`config.mk`:
```
export PLATFORM = sky130hd
export DESIGN_NAME = bi_dir_piso_serializer_flat
export DESIGN_NICKNAME = d
export VERILOG_FILES = /design/src/rtl/bi_dir_piso_serializer_if.sv /design/src/rtl/bi_dir_piso_serializer.sv /design/src/flat_wrapper.sv
export SDC_FILE = /design/constraint.sdc
export NUM_CORES = 1
export LEC_CHECK = 0
export CELL_PAD_IN_SITES_DETAIL_PLACEMENT = 0
export CELL_PAD_IN_SITES_GLOBAL_PLACEMENT = 1
export CORE_MARGIN = 1
export CORE_UTILIZATION = 33
export DETAILED_ROUTE_END_ITERATION = 16
export PLACE_DENSITY_LB_ADDON = 0.1
export SYNTH_ARGS = -nofsm -noshare
export SYNTH_HDL_FRONTEND = slang
export SYNTH_SLANG_ARGS = --single-unit
```
`constraint.sdc`:
```
create_clock -name clk -period 1.45 [get_ports clk]
set_clock_uncertainty 0.05 [all_clocks]
set_input_delay 0.29 -clock clk [delete_from_list [all_inputs] [get_ports clk]]
set_output_delay 0.29 -clock clk [all_outputs]
set_load 0.02 [all_outputs]
```
`src/rtl/bi_dir_piso_serializer_if.sv`:
```
// Load handshake and serial-side signals of the bidirectional PISO serializer.
interface bi_dir_piso_serializer_if #(
    parameter int unsigned WIDTH = 4
);
    logic             load_valid;
    logic             load_ready;
    logic [WIDTH-1:0] data_in;
    logic             shift_left;
    logic             shift_en;
    logic             serial_out;
    logic             serial_valid;
    logic             busy;
    logic             done;

    // Word source / link controller side
    modport master (
        output load_valid,
        output data_in,
        output shift_left,
        output shift_en,
        input  load_ready,
        input  serial_out,
        input  serial_valid,
        input  busy,
        input  done
    );

    // Serializer side
    modport slave (
        input  load_valid,
        input  data_in,
        input  shift_left,
        input  shift_en,
        output load_ready,
        output serial_out,
        output serial_valid,
        output busy,
        output done
    );
endinterface

```
`src/rtl/bi_dir_piso_serializer.sv`:
```
// Parallel-in, serial-out shift register with per-word selectable direction.
// A word is accepted via load_valid/load_ready, then emitted one bit per shift_en tick.
// All outputs are decoded from registers only.
module bi_dir_piso_serializer #(
    parameter int unsigned WIDTH = 4,
    parameter logic        FILL  = 1'b0
) (
    input logic                    clk,
    input logic                    rst,
    bi_dir_piso_serializer_if.slave bus
);

    localparam int unsigned CntW = (WIDTH > 1) ? $clog2(WIDTH) : 1;
    localparam logic [CntW-1:0] LastBit = CntW'(WIDTH - 1);

    typedef enum logic {StIdle, StShift} state_e;

    state_e           state_q, state_d;
    logic [WIDTH-1:0] shreg_q, shreg_d;
    logic             dir_q, dir_d;
    logic [CntW-1:0]  bit_cnt_q, bit_cnt_d;
    logic             done_q, done_d;

    // State register; synchronous reset discards any word in flight
    always_ff @(posedge clk) begin
        if (rst) begin
            state_q   <= StIdle;
            shreg_q   <= '0;
            dir_q     <= 1'b0;
            bit_cnt_q <= '0;
            done_q    <= 1'b0;
        end else begin
            state_q   <= state_d;
            shreg_q   <= shreg_d;
            dir_q     <= dir_d;
            bit_cnt_q <= bit_cnt_d;
            done_q    <= done_d;
        end
    end

    // Next-state: load in idle, shift/count on ticks, end with a one-cycle done
    always_comb begin
        state_d   = state_q;
        shreg_d   = shreg_q;
        dir_d     = dir_q;
        bit_cnt_d = bit_cnt_q;
        done_d    = 1'b0;
        unique case (state_q)
            StIdle: begin
                if (bus.load_valid) begin
                    shreg_d   = bus.data_in;
                    dir_d     = bus.shift_left;
                    bit_cnt_d = '0;
                    state_d   = StShift;
                end
            end
            StShift: begin
                if (bus.shift_en) begin
                    if (bit_cnt_q == LastBit) begin
                        // Last bit consumed; shreg content is irrelevant once idle
                        state_d   = StIdle;
                        done_d    = 1'b1;
                        bit_cnt_d = '0;
                    end else begin
                        if (dir_q) begin
                            shreg_d = {shreg_q[WIDTH-2:0], FILL};
                        end else begin
                            shreg_d = {FILL, shreg_q[WIDTH-1:1]};
                        end
                        bit_cnt_d = bit_cnt_q + 1'b1;
                    end
                end
            end
            default: state_d = StIdle;
        endcase
    end

    // Output decode from registered state only
    always_comb begin
        bus.load_ready   = (state_q == StIdle);
        bus.busy         = (state_q == StShift);
        bus.serial_valid = (state_q == StShift);
        bus.done         = done_q;
        bus.serial_out   = 1'b0;
        if (state_q == StShift) begin
            bus.serial_out = dir_q ? shreg_q[WIDTH-1] : shreg_q[0];
        end
    end

endmodule

```
`src/flat_wrapper.sv`:
```
// flat-port wrapper written by rule: the top's interface ports become plain ports
module bi_dir_piso_serializer_flat 
#(
    parameter int unsigned WIDTH = 4,
    parameter logic        FILL  = 1'b0
)
  (clk, rst, bus_load_valid, bus_data_in, bus_shift_left, bus_shift_en, bus_load_ready, bus_serial_out, bus_serial_valid, bus_busy, bus_done);
  bi_dir_piso_serializer_if #(.WIDTH(WIDTH)) bus_i ();
  input logic clk;
  input logic rst;
  input wire logic [$bits(bus_i.load_valid)-1:0] bus_load_valid;
  input wire logic [$bits(bus_i.data_in)-1:0] bus_data_in;
  input wire logic [$bits(bus_i.shift_left)-1:0] bus_shift_left;
  input wire logic [$bits(bus_i.shift_en)-1:0] bus_shift_en;
  output wire logic [$bits(bus_i.load_ready)-1:0] bus_load_ready;
  output wire logic [$bits(bus_i.serial_out)-1:0] bus_serial_out;
  output wire logic [$bits(bus_i.serial_valid)-1:0] bus_serial_valid;
  output wire logic [$bits(bus_i.busy)-1:0] bus_busy;
  output wire logic [$bits(bus_i.done)-1:0] bus_done;
  assign bus_i.load_valid = bus_load_valid;
  assign bus_i.data_in = bus_data_in;
  assign bus_i.shift_left = bus_shift_left;
  assign bus_i.shift_en = bus_shift_en;
  assign bus_load_ready = bus_i.load_ready;
  assign bus_serial_out = bus_i.serial_out;
  assign bus_serial_valid = bus_i.serial_valid;
  assign bus_busy = bus_i.busy;
  assign bus_done = bus_i.done;
  bi_dir_piso_serializer #(.WIDTH(WIDTH), .FILL(FILL)) u_core (.clk(clk), .rst(rst), .bus(bus_i));
endmodule
```
==> out/metrics.sh <==
CTS_MADE_BUFFERS=3
TIMING.FMAX_MHz=724
WORST-R2R-CELL-COUNT=5
FIRST_GLOBAL_VIAS=422
CLK_PATH_BUF_DEPTH=2
MIN_PATH_CELLS=2
IO_PINS=14
BUFFER_PORTS.INSERTED=13
GRT_START_MAX_NET_PINS=12
WORST_SKEW_PAIR.LATE_LATENCY_NS=0.26
SLEW_VIOL_FINAL=0
CTS_SETUP_BUFFERS=0
HOLDCRITSTARTPOINT='u_core.bit_cnt_q[0]'
PERIOD_SHARE_PCT=95.2
DESIGN.DIE.AREA_UM2=1690
CTS.HOLD.BUFFERS_ADDED=0
POST_DP_CELL_AREA_UM2=683
VDD_DROP_MAX_mV=0.488
P_LEAK_uW=0.000304
POST_DRT_VIA_CELL_RATIO=5.07
SETUP_VIOL=0
CLKSLEWWORSTSETUPHOLDPATHS_NS=0.07
DESIGN.FINAL.NETS=83
REQUIRED_TIME_AT_THE_ENDPOINT_OF_THE_CRITICAL_PATH_NS=1.54
REPORT.POWER.TOTAL_uW=613
SYNTH-WARNING-COUNT=0
WORSTSETUPPATHTYPE='register to register'
FIN_SETUP_TNS_NS=0
CTS.HTREE.LEVELS=1
CRITPATHLAUNCH='u_core.bus.busy'
SHARE_OF_FINAL_LAYOUT_STANDARD_CELLS_STRONGER_THAN_DRIVE_STRENGTH_1_PCT=37.5
FINAL_CORE_DENSITY_PCT=51.1
WORST_SLACK_NS=0.0694
SYNTHESIS.AREA_UM2=504
SEQ_AREA_FRAC_SYNTH_PCT=35.7
ANTENNA_LEFT=0
MAX_SLEW_MARGIN_PCT=74.6
ROUTABILITYCONGESTION=0.719
CORE_REGION_AREA_UM2=1370
TIMING_WORST_SLEW_PIN_VALUE_NS=0.380
DETAIL_ROUTE.ITER0.VIOLATIONS=8
DIE_W_UM=41.1
DIE_H_UM=41.1
DRT-TOTAL-WL_UM=1070
GRT_RESOURCE_USAGE_TOTAL_PCT=16.4
HOLD_PATH.CLASS='register to register'
LAYOUT.CELL_AREA.NON_FILLER_UM2=698
CORE.ROWCOUNT=13
POSTSYNTHAREAPERCELL_UM2=9.89
DRT-PASS1-ITER-COUNT=3
SYN2LAYOUT_AREA_GROWTH_PCT=38.5
POWER_DENSITY_nW_PER_UM2=878
NUMBER_OF_VIOLATIONS_OF_THE_MAX_CAPACITANCE_LIMIT=0
YOSYSUNIQUECELLTYPES=25
WORSTREG2REGSTART='u_core.bus.busy'
GLOBALROUTEOVERFLOWTOTAL=0
CLOCK-ROOT-BUFFER='clkbuf_4'
SYNTH_CELLS=51
CRITPATHCAPTURETYPE='register'
POST_SYNTHESIS_REGISTER_BIT_COUNT=9
NETLIST.AREA_LEADER.SHARE_PCT=35.7
TRITONCTS='built'
FINALHOLDVIOLATIONS=0
TIMING.CRITICAL_PATH.ARRIVAL_NS=1.47
GRT_SETUP_UNREPAIRED='no'
POST-ROUTE-DRC-COUNT=0
FLOORPLAN.INITIALDENSITY_PCT=36.9
ROUTE.DETAILED.WL_PER_INST_UM=12.3
SYNTH_NETS=61
POST-PLACE-WS_NS=-0.0752
GRT_FIRST_PASS_WIRELENGTH_UM=1780
LAYOUT_MIN_CYCLE_TIME_NS=1.38
ANTENNA_CELLS_INSERTED=0
CRITICAL_PATH_PEAK_FANOUT=11
GRT_ANTENNA_BEFORE_REPAIR=0
SETUP.WORST_PATH.START_CLASS='register'
STATUS='finished, final reports clean'
CLKSINKCOUNT=9
SYNTH_LARGEST_AREA_CELL='dfxtp_1'
ROUTE.VIAS.TOTAL=441
SYNTH_AREA_LEADERS='dfxtp_1 36%, and3b_2 6.0%, a221oi_2 6.0%'
DETAILEDPLACEMENTHPWL_UM=808
-- flip-flops by register name (all words and copies together) (netlist names) --
register / flops
u_core.bus.busy: 1
u_core.bit_cnt_q: 2
u_core.dir_q: 1
u_core.bus.done: 1
u_core.shreg_q: 4
-- per-stage QoR --
step,hold WS (ns),cells
final,0.429,87
after global routing,0.443,87
after CTS,0.430,87
after detailed placement,0.419,83
after global placement,0.413,83
after floorplan,0.376,51
-- layout make-up --
type                            instances  area [um2]
Sequential cell                         9         181
Multi-Input combinational cell         38         303
Fill cell                             147         668
Clock buffer                            4        26.3
Inverter                                1        3.75
Tap cell                               15        18.8
Timing Repair Buffer                   20         165
-- synthesized netlist by cell type --
master	instances
a221oi_2	2
nand2b_2	1
a32oi_1	1
nor3_2	2
ha_1	1
a21oi_1	4
buf_6	1
nand2_1	3
mux2_1	2
and3b_2	3
dfxtp_1	9
and3b_1	1
buf_4	1
and2b_4	1
o22ai_1	2
nand3b_4	1
nand3_1	3
nor3_1	2
nor3b_1	1
and3_2	1
inv_2	1
mux2i_1	2
nand3b_1	1
nor2_1	4
clkbuf_1	1
-- where the power goes --
part	switching, uW	internal [uW]	total, uW
clock network	88.9	106	195
logic	67.3	78.3	146
registers	10.0	263	273
-- metal layers --
| metal | wire length, um | vias to the layer above | global-route usage, % |
|---|---|---|---|
| met1 | 527 | 197 | 21.1 |
| met3 | 53 | 2 | 3.26 |
| met5 | 0 | - | 0 |
| met4 | 10 | 0 | 12.1 |
| li1 | - | 231 | - |
| met2 | 479 | 11 | 23.8 |
-- what timing repair did --
item	4_1_cts	5_1_grt
endpoints found under the hold margin	0	0
endpoints found under the setup margin	5	4
gates resized for setup	10	4
-- placed cells by master, fill, tap and decap left out, types with 2 or more instances in the layout --
cell type        instances
dlygate4sd2_1            2
o22ai_1                  2
nand3_1                  3
dfxtp_1                  8
mux2i_1                  2
nand2_1                  3
a221oi_2                 2
and3b_2                  3
clkbuf_4                 3
clkdlybuf4s50_1          8
mux2_1                   2
a21oi_1                  4
nor3_2                   3
buf_4                    7
clkbuf_2                 2
nor2_1                   4
-- final timing paths --
kind                          to  slack, ns
max            u_core.shreg_q[0]       0.07
min          u_core.bit_cnt_q[0]       0.43
min reg2reg  u_core.bit_cnt_q[0]       0.43
max reg2reg    u_core.shreg_q[0]       0.07
-- cells by family after synthesis --
group                      count (synthesis)  synth area share [%]
muxes                                      4                  8.44
DFF                                        9                  35.7
AOI/OAI and AO/OA                          9                  14.1
buffers and inverters                      4                  5.21
adders and majority gates                  1                  2.48
and+or+nand+nor                           24                  34.0
-- worst max-delay path: stages (launching register included) --
cell and delay [ns]:
dfxtp_1 0.34, buf_4 0.15, buf_4 0.17, nand2b_2 0.24, a221oi_2 0.27, nor3_2 0.05
Power figures use the tool's default switching activity.
